[src/rtl/riscv_pkg.sv]
// ---------------------------------------------------------------------------
// riscv_pkg
//   Shared definitions for the RV32I pipeline memory path:
//     - funct3 load/store size codes (F3_B/H/W/BU/HU)
//     - write-back source selectors (WB_SEL_MEM/ALU/PC4)
//     - mem_state_t, the MEM-stage handshake FSM state
//     - mem_size_t plus size_of(), which folds funct3 into an access width.
//       Every funct3 code outside B/H/BU/HU is treated as a full word.
// ---------------------------------------------------------------------------
package riscv_pkg;

    localparam logic [2:0] F3_B  = 3'b000;
    localparam logic [2:0] F3_H  = 3'b001;
    localparam logic [2:0] F3_W  = 3'b010;
    localparam logic [2:0] F3_BU = 3'b100;
    localparam logic [2:0] F3_HU = 3'b101;

    localparam logic [1:0] WB_SEL_MEM = 2'd0;
    localparam logic [1:0] WB_SEL_ALU = 2'd1;
    localparam logic [1:0] WB_SEL_PC4 = 2'd2;

    typedef enum logic {
        IDLE = 1'b0,
        WAIT = 1'b1
    } mem_state_t;

    typedef enum logic [1:0] {
        SZ_B = 2'd0,
        SZ_H = 2'd1,
        SZ_W = 2'd2
    } mem_size_t;

    function automatic mem_size_t size_of(input logic [2:0] funct3);
        mem_size_t sz;
        case (funct3)
            F3_B, F3_BU: sz = SZ_B;
            F3_H, F3_HU: sz = SZ_H;
            default:     sz = SZ_W;
        endcase
        return sz;
    endfunction

endpackage

[src/rtl/load_store_align.sv]
// ---------------------------------------------------------------------------
// load_store_align
//   Purely combinational byte-lane logic for the MEM stage.
//   Ports:
//     addr_lo    in  2   low address bits (byte offset within the word)
//     funct3     in  3   access size / sign code
//     rs2        in  32  store data, unshifted
//     rdata      in  32  raw word returned by data memory
//     be         out 4   byte enables for the store lanes
//     wdata      out 32  store data shifted into its lanes
//     load_data  out 32  extracted and sign/zero-extended load result
//     misaligned out 1   halfword at odd address or word not on a 4-byte boundary
// ---------------------------------------------------------------------------
module load_store_align
    import riscv_pkg::*;
(
    input  logic [1:0]  addr_lo,
    input  logic [2:0]  funct3,
    input  logic [31:0] rs2,
    input  logic [31:0] rdata,
    output logic [3:0]  be,
    output logic [31:0] wdata,
    output logic [31:0] load_data,
    output logic        misaligned
);

    mem_size_t   size;
    logic [4:0]  lane_shift;
    logic [31:0] shifted;

    always_comb begin
        size       = size_of(funct3);
        lane_shift = {addr_lo, 3'b000};
        shifted    = rdata >> lane_shift;
        wdata      = rs2 << lane_shift;
        be         = 4'b1111;
        misaligned = 1'b0;
        load_data  = rdata;
        case (size)
            SZ_B: begin
                be = 4'b0001 << addr_lo;
                // funct3[2] distinguishes the unsigned variant (BU)
                load_data = funct3[2] ? {24'b0, shifted[7:0]}
                                      : {{24{shifted[7]}}, shifted[7:0]};
            end
            SZ_H: begin
                be         = 4'b0011 << addr_lo;
                misaligned = addr_lo[0];
                load_data  = funct3[2] ? {16'b0, shifted[15:0]}
                                       : {{16{shifted[15]}}, shifted[15:0]};
            end
            default: begin
                misaligned = |addr_lo;
            end
        endcase
    end

endmodule

[src/rtl/mem_stage.sv]
// ---------------------------------------------------------------------------
// mem_stage
//   MEM stage of the five-stage RV32I pipeline. Issues data-memory requests,
//   holds the pipeline while an access is outstanding, and registers the
//   MEM/WB latch consumed by write_back.
//
//   Handshake: dmem_req is held high from the first cycle of an access until
//   the cycle dmem_ready is seen high; that cycle completes the access (and
//   for loads dmem_rdata is captured). dmem_ready is ignored whenever
//   dmem_req is low. stall = dmem_req & ~dmem_ready: upstream keeps ex_*
//   stable while stall is high and advances on the completing cycle.
//
//   Ports:
//     clock, reset                 clock, synchronous active-high reset
//     ex_*                         EX/MEM slot (valid, pc, alu, rs2, funct3,
//                                  mem_rd, mem_wr, wb_sel, rd, reg_wen)
//     dmem_req/we/addr/be/wdata    data-memory request
//     dmem_ready, dmem_rdata       data-memory response
//     stall                        hold upstream
//     misalign                     registered, flags the wb_* slot it rides with
//     wb_*                         MEM/WB latch
//     fsm_state                    current handshake state (observability)
// ---------------------------------------------------------------------------
module mem_stage
    import riscv_pkg::*;
(
    input  logic        clock,
    input  logic        reset,
    input  logic        ex_valid,
    input  logic [31:0] ex_pc,
    input  logic [31:0] ex_alu,
    input  logic [31:0] ex_rs2,
    input  logic [2:0]  ex_funct3,
    input  logic        ex_mem_rd,
    input  logic        ex_mem_wr,
    input  logic [1:0]  ex_wb_sel,
    input  logic [4:0]  ex_rd,
    input  logic        ex_reg_wen,
    output logic        dmem_req,
    output logic        dmem_we,
    output logic [31:0] dmem_addr,
    output logic [3:0]  dmem_be,
    output logic [31:0] dmem_wdata,
    input  logic        dmem_ready,
    input  logic [31:0] dmem_rdata,
    output logic        stall,
    output logic        misalign,
    output logic        wb_valid,
    output logic [31:0] wb_pc,
    output logic [31:0] wb_alu,
    output logic [31:0] wb_data_r,
    output logic [1:0]  wb_sel,
    output logic [4:0]  wb_rd,
    output logic        wb_reg_wen,
    output mem_state_t  fsm_state
);

    mem_state_t  state, state_next;
    logic        misaligned;
    logic [31:0] load_data;
    logic        is_mem;
    logic        mem_op;
    logic        misalign_now;
    logic        load_ok;

    load_store_align u_align (
        .addr_lo    (ex_alu[1:0]),
        .funct3     (ex_funct3),
        .rs2        (ex_rs2),
        .rdata      (dmem_rdata),
        .be         (dmem_be),
        .wdata      (dmem_wdata),
        .load_data  (load_data),
        .misaligned (misaligned)
    );

    assign is_mem       = ex_valid & (ex_mem_rd | ex_mem_wr);
    assign mem_op       = is_mem & ~misaligned;
    assign misalign_now = is_mem & misaligned;
    // A slot with both rd and wr set is a store, so it never returns load data.
    assign load_ok      = mem_op & ex_mem_rd & ~ex_mem_wr;

    assign dmem_addr = {ex_alu[31:2], 2'b00};
    assign dmem_we   = dmem_req & ex_mem_wr;
    assign fsm_state = state;

    always_ff @(posedge clock) begin
        if (reset) begin
            state <= IDLE;
        end else begin
            state <= state_next;
        end
    end

    // Reset gates the request immediately so an access abandoned in WAIT
    // drops dmem_req in the same cycle; the late response is then ignored.
    always_comb begin
        state_next = state;
        dmem_req   = 1'b0;
        stall      = 1'b0;
        if (!reset) begin
            case (state)
                IDLE: begin
                    if (mem_op) begin
                        dmem_req = 1'b1;
                        if (!dmem_ready) begin
                            stall      = 1'b1;
                            state_next = WAIT;
                        end
                    end
                end
                WAIT: begin
                    dmem_req = 1'b1;
                    if (dmem_ready) begin
                        state_next = IDLE;
                    end else begin
                        stall = 1'b1;
                    end
                end
                default: state_next = IDLE;
            endcase
        end
    end

    // MEM/WB latch: loads a zero bubble while stalled, otherwise the slot.
    always_ff @(posedge clock) begin
        if (reset || stall) begin
            wb_valid   <= 1'b0;
            wb_pc      <= 32'b0;
            wb_alu     <= 32'b0;
            wb_data_r  <= 32'b0;
            wb_sel     <= 2'b0;
            wb_rd      <= 5'b0;
            wb_reg_wen <= 1'b0;
            misalign   <= 1'b0;
        end else begin
            wb_valid   <= ex_valid;
            wb_pc      <= ex_pc;
            wb_alu     <= ex_alu;
            wb_data_r  <= load_ok ? load_data : 32'b0;
            wb_sel     <= ex_wb_sel;
            wb_rd      <= ex_rd;
            wb_reg_wen <= ex_valid & ex_reg_wen & ~ex_mem_wr & ~misalign_now;
            misalign   <= misalign_now;
        end
    end

endmodule
[config.mk]
export PLATFORM = sky130hd
export DESIGN_NAME = mem_stage
export DESIGN_NICKNAME = d
export VERILOG_FILES = /design/src/rtl/riscv_pkg.sv /design/src/rtl/load_store_align.sv /design/src/rtl/mem_stage.sv
export SDC_FILE = /design/constraint.sdc
export NUM_CORES = 1
export LEC_CHECK = 0
export CAP_MARGIN = 0
export CORE_MARGIN = 5
export CORE_UTILIZATION = 35
export CTS_CLUSTER_SIZE = 10
export DETAILED_ROUTE_END_ITERATION = 8
export PLACE_DENSITY = 0.86
export SYNTH_ARGS = -nofsm -noshare
export SYNTH_HDL_FRONTEND = slang
export SYNTH_HIERARCHICAL = 1
export SYNTH_SLANG_ARGS = --single-unit
[constraint.sdc]
create_clock -name clock -period 2.76 [get_ports clock]
set_input_delay 0.552 -clock clock [delete_from_list [all_inputs] [get_ports clock]]
set_output_delay 0.552 -clock clock [all_outputs]
set_load 0.02 [all_outputs]
**After elaboration in Yosys (flattened, before gate mapping)**

Index checks and enable logic that the tools add are counted.

- Register bits after elaboration: 107
- Memory bits (read-only): 0
- Latch bits: 0
- Memories: 0
- Bits of input ports: 145
- RAM bits: 0

- Mux-type cells: 13
- Shift operators: 4
- Equality and inequality tests: 4
- $add $sub $neg: 0
- $lt $le $gt $ge: 0
- Bitwise gates (word level): 15
- Multipliers: 0
- Divide/modulo/power cells: 0
- Reduce and logical (&&, ||, !) cells: 7

Operators by type and width:

| kind | count |
|---|---|
| 32-bit 2-to-1 mux | 2 |
| 32-bit one-hot mux with 2 select lines | 1 |
| 32-bit by 5-bit left shift with 32-bit output | 1 |
| 32-bit by 5-bit >> shifter with 16-bit output | 1 |
| 1-bit bitwise AND | 9 |
| 4-bit one-hot mux with 2 select lines | 1 |
| 2-bit OR reduction | 4 |
| 3-bit equality test, second input constant | 2 |
| 1-bit one-hot mux with 2 select lines | 3 |
| 1-bit 2-to-1 mux | 5 |
| 1-bit inverter | 5 |
| 2-bit one-hot mux with 2 select lines | 1 |
| 1-bit by 2-bit left shift with 4-bit output, first input constant | 1 |
| 2-bit by 2-bit left shift with 4-bit output, first input constant | 1 |
| 3-bit by 1-bit equality test with 1-bit output, second input constant | 1 |
| 3-bit logical NOT | 1 |
| 2-bit by 1-bit equality test with 1-bit output, second input constant | 1 |
| 2-bit logical NOT | 1 |
| 1-bit logical OR | 1 |
| 1-bit OR | 1 |

**Depth between registers and ports, before layout**

Gate-level depths: netlist of run 1.

- Depth in word-level cells: 12
- Depth in mapped cells: 9

**By module**

The synthesis of run 1 kept the hierarchy.

Modules (own cells, without submodules):

| module | cells an instance | instances | sequential area each (µm²) | area an instance (µm²) |
|---|---|---|---|---|
| mem_stage | 277 | 1 | 2142.1 | 3284.4 |
| load_store_align | 222 | 1 | 0.0 | 1315.0 |

**Worst setup path before layout of run 1**

Ideal clock, no wire load.

- Path type: input port to output port
- Start point: in ex_alu[0]
- End point: out dmem_we
- Data required time: 2.208 ns
- Path slack: 0.087 ns
- Stages on the path: 8
- Data arrival time: 2.121 ns
- Path buffers: 3
- Cell sequence: buf_6 -> buf_2 -> clkbuf_1 -> a21oi_1 -> nor2_1 -> nor2b_4 -> a21oi_1 -> nor3b_1

- Cells in the longest elaborated chain, start to end: 8

Ends and longest elaborated chain:

| element | RTL line | RTL |
|---|---|---|
| start, declared | mem_stage.sv:31 | `input logic [31:0] ex_alu,` |
| 2-bit OR reduction | load_store_align.sv:53 | `misaligned = \|addr_lo;` |
| 1-bit one-hot mux with 2 select lines (*) | load_store_align.sv:39 | `case (size)` |
| named net misaligned | mem_stage.sv:59 | `logic misaligned;` |
| 1-bit inverter (*) | mem_stage.sv:78 | `assign mem_op = is_mem & ~misaligned;` |
| 1-bit bitwise AND (*) | mem_stage.sv:78 |  |
| 1-bit 2-to-1 mux (*) | mem_stage.sv:104 | `if (mem_op) begin` |
| 1-bit one-hot mux with 2 select lines (*) | mem_stage.sv:102 | `case (state)` |
| 1-bit 2-to-1 mux (*) | mem_stage.sv:101 | `if (!reset) begin` |
| 1-bit bitwise AND (*) | mem_stage.sv:84 | `assign dmem_we = dmem_req & ex_mem_wr;` |
| end, declared | mem_stage.sv:40 | `output logic dmem_we,` |

Mark *: on every way through the listed nets, which the timed path passes. The rest lies on a longest branch.

**Worst setup path in the final report of run 1**

- Start point: in ex_funct3[1]
- End point: out dmem_we

- Cells in the longest elaborated chain, start to end: 11

Ends and longest elaborated chain:

| element | RTL line | RTL |
|---|---|---|
| start, declared | mem_stage.sv:33 | `input logic [2:0] ex_funct3,` |
| 3-bit by 1-bit equality test with 1-bit output (tied with other cells) | riscv_pkg.sv:35 | `case (funct3)` |
| 2-bit OR reduction | riscv_pkg.sv:35 |  |
| 2-bit one-hot mux with 2 select lines (*) | riscv_pkg.sv:35 |  |
| 2-bit by 1-bit equality test with 1-bit output or 2-bit logical NOT (tied branches) | load_store_align.sv:39 |  |
| 1-bit one-hot mux with 2 select lines (*) | load_store_align.sv:39 |  |
| named net misaligned | mem_stage.sv:59 |  |
| 1-bit inverter (*) | mem_stage.sv:78 |  |
| 1-bit bitwise AND (*) | mem_stage.sv:78 |  |
| 1-bit 2-to-1 mux (*) | mem_stage.sv:104 |  |
| 1-bit one-hot mux with 2 select lines (*) | mem_stage.sv:102 |  |
| 1-bit 2-to-1 mux (*) | mem_stage.sv:101 |  |
| 1-bit bitwise AND (*) | mem_stage.sv:84 |  |

Marked as above.

==> impl_metrics.json, run 1 <==
{
  "outcome": "complete, no violations",
  "hold_viol": 0,
  "synth_seq_area_share": 0.4657,
  "clk_pin_slew_ns": 0.07,
  "synth-seq-cells": 107,
  "final_common_cell": "clkdlybuf4s50_1",
  "synth.mux.area_fraction": 0.07481,
  "syn_area_mm2": 0.004599,
  "p_seq_frac": 0.413,
  "synth_ff_type": "dfxtp_1",
  "synth_fa_ha_area_frac": 0,
  "grt_usage": 0.2138,
  "die_height_um": 124.6,
  "final_cell_count_no_fill": 962,
  "seq_area_mm2": 0.002142,
  "drcViolationCount": 0,
  "gp_congestion": 0.8541,
  "drtIter0Drc": 273,
  "max_freq_ghz": 0.3693,
  "setup.worst_path.end_class": "output pin",
  "avgSynthCellArea_um2": 9.217,
  "ys_types": 40,
  "dieArea_mm2": 0.01553,
  "routed_via_density": 4.735,
  "synthTopCellsByArea": "dfxtp_1 47%, and3_1 9.7%, mux2i_1 5.4%, buf_4 5.4%, nand2_1 4.7%",
  "fin_crit_ns": 2.708,
  "power_frac_comb": 0.250,
  "finalCritPeriodShare": 0.9810,
  "rows": 41,
  "final_cell_mix": "315 x clkdlybuf4s50_1, 107 x dfxtp_1, 71 x and3_1, 58 x nand2_1, 26 x o21ai_0",
  "p_per_area_mw_per_mm2": 484.7,
  "max-cap-violations": 0,
  "path_max_fanout": 3,
  "pwr-share-clk": 0.337,
  "fillers": 1029,
  "synth_xor_area_frac": 0,
  "ctsHoldBuffers": 0,
  "leakagePower_nw": 3.493,
  "wl_per_cell_um": 18.06,
  "start_kind": "input pin",
  "synthCells": 499,
  "synth_compound_area_frac": 0.09956,
  "hpwl_um": 13640,
  "synth_top_family_by_area": "simple AND/OR/NAND/NOR gates",
  "grt_setup_unrepaired": "true",
  "synth.top_cell.area_share": 0.4657,
  "area_growth_pct": 77.04,
  "clk_latency_ns": 0.35,
  "drv_slew": 0,
  "drtPass1Iterations": 4,
  "overflow": 0,
  "core_mm2": 0.01277,
  "routed_wl_um": 17380,
  "arrival_ns": 2.16,
  "cts_sinks": 107,
  "diodes": 0,
  "cts_tree": "done",
  "slew_headroom": 0.6547,
  "dp_cells": 946,
  "r2r_slack_ns": 1.48,
  "hold_path.class": "input pin to register",
  "clockBufferDepth": 2,
  "clock-root-buffer": "clkbuf_16",
  "cts-buffers-inserted": 9,
  "ant_nets": 0,
  "die_x_um": 124.6,
  "r2r-end": "wb_pc[30]",
  "yosysWarnings": 6,
  "synth_simple_gate_area_share": 0.2625,
  "fin_nets": 930,
  "grt_pass1_vias": 4580,
  "grt_start_max_net_pins": 73,
  "worstReg2RegStart": "fsm_state",
  "htree_levels": 3,
  "power.net_switching_mw": 1.081,
  "ios": 323,
  "drive_gt1_frac": 0.1127,
  "multi_input_comb_area_mm2": 0.002028,
  "vias": 4555,
  "holdWs_ns": 0.5382,
  "cp.required_ns": 2.21,
  "internal_power_mw": 2.866,
  "synth.largest_area_cell": "dfxtp_1",
  "setup_tns_ns": 0,
  "swShare": 0.2739,
  "skew_ns": 0.005411,
  "vdd_drop_max_mv": 0.3408,
  "ys_async_sr_fraction": 0,
  "floorplan.initialDensity": 0.3601,
  "grt_pass1_wl_um": 26150,
  "reg2regPathDepth": 3,
  "min_from": "ex_alu[0]",
  "whs_path_depth": 2,
  "port_buffers": 320,
  "tightest_slew_ns": 0.5168,
  "hold_end": "wb_alu[0]",
  "path_class": "input pin to output pin",
  "synth_edf_count": 0,
  "setup_viol": 0,
  "postCtsSetupRepairBufs": 0,
  "antenna_found_initial": 0
}
-- kinds of logic after synthesis --
group | count (synthesis)
mux | 33
simple gates | 211
compound gates | 72
flops | 107
other cells | 1
buf+inv | 75
-- layer usage --
| layer | global-route usage | up-vias | share of wire |
|---|---|---|---|
| met2 | 0.3884 | 227 | 0.51 |
| met3 | 0.06818 | 28 | 0.086 |
| met4 | 0.07995 | 0 | 0.029 |
| li1 | - | 2238 | - |
| met5 | 0 | - | 0 |
| met1 | 0.2305 | 2062 | 0.37 |
-- area by class of cell --
class                   instances  share of cell area
repair buffers                347              0.4221
flip-flops and latches        107              0.2631
multi-input cells             318              0.2491
clock buffers                   9             0.02766
well taps                     172             0.02643
clock inverters                 7             0.01076
inverters                       2           0.0009219
-- sequential cells by signal, indices dropped and copies added, names as in the netlist --
| register | cells |
|---|---|
| fsm_state | 1 |
| misalign | 1 |
| wb_alu | 32 |
| wb_data_r | 32 |
| wb_pc | 32 |
| wb_rd | 5 |
| wb_reg_wen | 1 |
| wb_sel | 2 |
| wb_valid | 1 |
-- power by group through the flow --
stage | Clock (mW) | Combinational [mW] | Sequential (mW)
after CTS | 1.36 | 0.993 | 1.63
after global placement | 0 | 0.978 | 1.67
after floorplan | 0 | 0.361 | 1.75
after global routing | 1.43 | 1.05 | 1.64
after detailed placement | 0 | 0.985 | 1.67
final | 1.33 | 0.986 | 1.63
-- metrics by stage --
stage | power (mW) | cell area [µm²] | util | setup WS, ns
after global routing | 4.117 | 8143 | 0.6375 | -0.008176
final | 3.947 | 8143 | 0.6375 | 0.05234
after CTS | 3.985 | 8142 | 0.6374 | -0.03504
after global placement | 2.643 | 7823 | 0.6124 | -0.3697
after floorplan | 2.114 | 4603 | - | 0.08732
after detailed placement | 2.653 | 7823 | 0.6124 | -0.3811
-- critical path: stages --
cell	delay [ns]
clkdlybuf4s50_1	0.47
a21oi_1	0.21
nor2_1	0.08
buf_4	0.15
nor2b_4	0.11
a21oi_2	0.09
nor3b_1	0.25
buf_2	0.23
-- cells in the mapped netlist (2+ instances only) --
cell type,n
buf_6,2
mux2i_1,25
a22oi_1,7
buf_4,33
o21bai_1,2
dfxtp_1,107
nor2b_1,11
inv_1,2
o2bb2ai_1,7
and2_1,21
a211oi_1,8
o21ai_0,26
and4_2,2
clkbuf_2,5
buf_2,14
nor2_1,16
clkbuf_1,18
mux2_2,7
nand2_1,58
and2_2,20
nor3_1,3
and3_1,71
a21oi_1,17
-- worst max path at each step --
stage | from | to | cells past startpoint
detailed placement | ex_funct3[1] | dmem_we | 8
global placement | ex_funct3[1] | dmem_req | 9
floorplan | ex_alu[0] | dmem_we | 8
CTS | ex_funct3[1] | dmem_be[1] | 4
finish | ex_funct3[1] | dmem_we | 8
global route | ex_funct3[1] | dmem_be[1] | 4
-- what timing repair did --
action	in CTS	in global routing
gates resized for setup	7	11
setup endpoints to repair	8	18
pin swaps	0	0
gates cloned	0	0
Note: power is estimated with default switching activity, not from simulation.
==> run 2, diff against run 1 <==
--- a/config.mk
+++ b/config.mk
@@ -6,11 +6,12 @@
 export NUM_CORES = 1
 export LEC_CHECK = 0
 export CAP_MARGIN = 0
-export CORE_MARGIN = 5
-export CORE_UTILIZATION = 35
+export CORE_AREA = 2 2 125 127
 export CTS_CLUSTER_SIZE = 10
 export DETAILED_ROUTE_END_ITERATION = 8
-export PLACE_DENSITY = 0.86
+export DIE_AREA = 0 0 127 129
+export PLACE_DENSITY = 0.77
+export SLEW_MARGIN = 5
 export SYNTH_ARGS = -nofsm -noshare
 export SYNTH_HDL_FRONTEND = slang
 export SYNTH_HIERARCHICAL = 1
==> run 2 against run 1 <==
Sequential share of layout area is 0.073 points higher. Non-clock buffer count fell by 3. Setup slack gained 0.043 ns. Wire length decreased by 7.1%. Global-route usage down 2.7 points. Combinational power down 0.9%. Critical endpoint is now dmem_be[3].
==> impl_metrics.json, run 2 (same netlist as run 1, synthesis figures left out) <==
{
  "htree_levels": 3,
  "clockBufferDepth": 2,
  "path_cells": "clkdlybuf4s50_1 -> buf_4 -> nor2_1 -> o21bai_1 -> clkdlybuf4s50_1",
  "die_height_um": 129,
  "rows": 45,
  "die_x_um": 127,
  "path_class": "input pin to output pin",
  "dp_slack_ns": -0.2364,
  "reg_top3": "wb_alu: 32 flops, wb_data_r: 32 flops, wb_pc: 32 flops",
  "clock-root-buffer": "clkbuf_16",
  "cts-buffers-inserted": 9,
  "postCtsSetupRepairBufs": 0,
  "final_common_cell": "clkdlybuf4s50_1",
  "dieArea_mm2": 0.01638,
  "antenna_found_initial": 0,
  "grt_pass1_wl_um": 23560,
  "grtUsageMet1": 0.2113,
  "max-cap-violations": 0,
  "met3_usage": 0.05946,
  "grt_usage": 0.1867,
  "final.setup.worst_slack_ns": 0.09536,
  "max_freq_ghz": 0.3753,
  "overflow": 0,
  "cp.required_ns": 2.21,
  "vdd_drop_max_mv": 0.2603,
  "fin_crit_ns": 2.665,
  "arrival_ns": 2.11,
  "floorplan.initialDensity": 0.3071,
  "hold_path.class": "input pin to register",
  "grt_use_met2": 0.3346,
  "cp_top_family": "buffers and inverters",
  "grt_start_max_net_pins": 60,
  "p_per_area_mw_per_mm2": 472.9,
  "drcViolationCount": 0,
  "port_buffers": 320,
  "tightest_slew_ns": 0.5309,
  "crit_top_cell": "clkdlybuf4s50_1",
  "power.net_switching_mw": 1.031,
  "ant_nets": 0,
  "p_total_mw": 3.840,
  "finalCritPeriodShare": 0.9655,
  "slew_headroom": 0.6454,
  "path_max_fanout": 15,
  "leakagePower_nw": 3.487,
  "setup_viol": 0,
  "p_seq_frac": 0.425,
  "drtPass1Iterations": 4,
  "grt_pass1_vias": 4311,
  "core_mm2": 0.01498,
  "cts_sinks": 107,
  "slowest_delay_ns": 0.63,
  "ios": 323,
  "fillers": 1348,
  "grt_setup_unrepaired": "false",
  "setup.worst_path.end_class": "output pin",
  "gp_congestion": 0.8188,
  "vias": 4512,
  "area_growth_pct": 76.55,
  "hpwl_um": 12600,
  "clk_pin_slew_ns": 0.06,
  "final_cell_mix": "313 x clkdlybuf4s50_1, 107 x dfxtp_1, 71 x and3_1, 58 x nand2_1, 26 x o21ai_0",
  "skew_ns": 0.005748,
  "pwr-share-clk": 0.321,
  "fin_nets": 927,
  "swShare": 0.2684,
  "routed_wl_um": 16140,
  "cts_tree": "done",
  "cp_slowest_cell": "clkdlybuf4s50_1",
  "power_frac_comb": 0.254,
  "outcome": "complete, no violations",
  "drv_slew": 0,
  "top_usage_layer": "met2",
  "routed_via_density": 4.628,
  "hold_viol": 0,
  "clk_latency_ns": 0.34,
  "start_kind": "input pin",
  "wl_per_cell_um": 16.56,
  "drtIter0Drc": 214,
  "path_buf_inv": 3,
  "diodes": 0,
  "drive_gt1_frac": 0.1055,
  "internal_power_mw": 2.810
}
## run 2: what timing repair did
action	4_1_cts	5_1_grt
hold buffers	0	0
endpoints found under the setup margin	3	8
gates resized for setup	3	9
## run 2: stage by stage
stage | setup TNS [ns] | hold WS (ns) | util | cell area, µm² | instances
2_1_floorplan | 0 | 0.6979 | - | 4603 | 500
3_3_place_gp | -0.6090 | 0.7410 | 0.5230 | 7833 | 959
3_5_place_dp | -0.5905 | 0.7310 | 0.5230 | 7833 | 959
4_1_cts | 0 | 0.5442 | 0.5421 | 8119 | 975
5_1_grt | 0 | 0.5458 | 0.5422 | 8120 | 975
6_report | 0 | 0.5453 | 0.5422 | 8120 | 975
## run 2: worst register-to-register path, stage by stage (launching register included)
cell     delay [ns]
dfxtp_1        0.37
a21oi_4        0.17
buf_4          0.37
and3_1         0.25
## run 2: cell type report
cell class,instances,area (µm²),share of cell area
Inverter,2,7.507,0.0009245
Tap cell,188,235.2,0.02897
Clock buffer,12,256.5,0.03159
Clock inverter,4,33.78,0.004160
Multi-Input combinational cell,318,2024,0.2493
Timing Repair Buffer,344,3421,0.4213
Sequential cell,107,2142,0.2638
## run 2: power by group through the flow
stage	Sequential [mW]	Clock (mW)	Combinational, mW
after global routing	1.64	1.35	1.04
final	1.63	1.23	0.977
after global placement	1.67	0	0.975
after floorplan	1.75	0	0.361
after detailed placement	1.67	0	0.979
after CTS	1.63	1.28	0.984
## run 2: metal layers
metal,share of wire,wire length [µm]
met5,0,0
met4,0.021,332
met3,0.090,1455
met2,0.50,8037
met1,0.39,6315
## run 2: path summary, 6_finish.rpt
check                from          to  slack, ns  depth (start not counted)
max          ex_funct3[0]  dmem_be[3]        0.1                          5
min             ex_alu[0]   wb_alu[0]       0.55                          2
max reg2reg     fsm_state  wb_alu[26]       1.54                          3
min reg2reg     fsm_state   fsm_state       0.76                          2
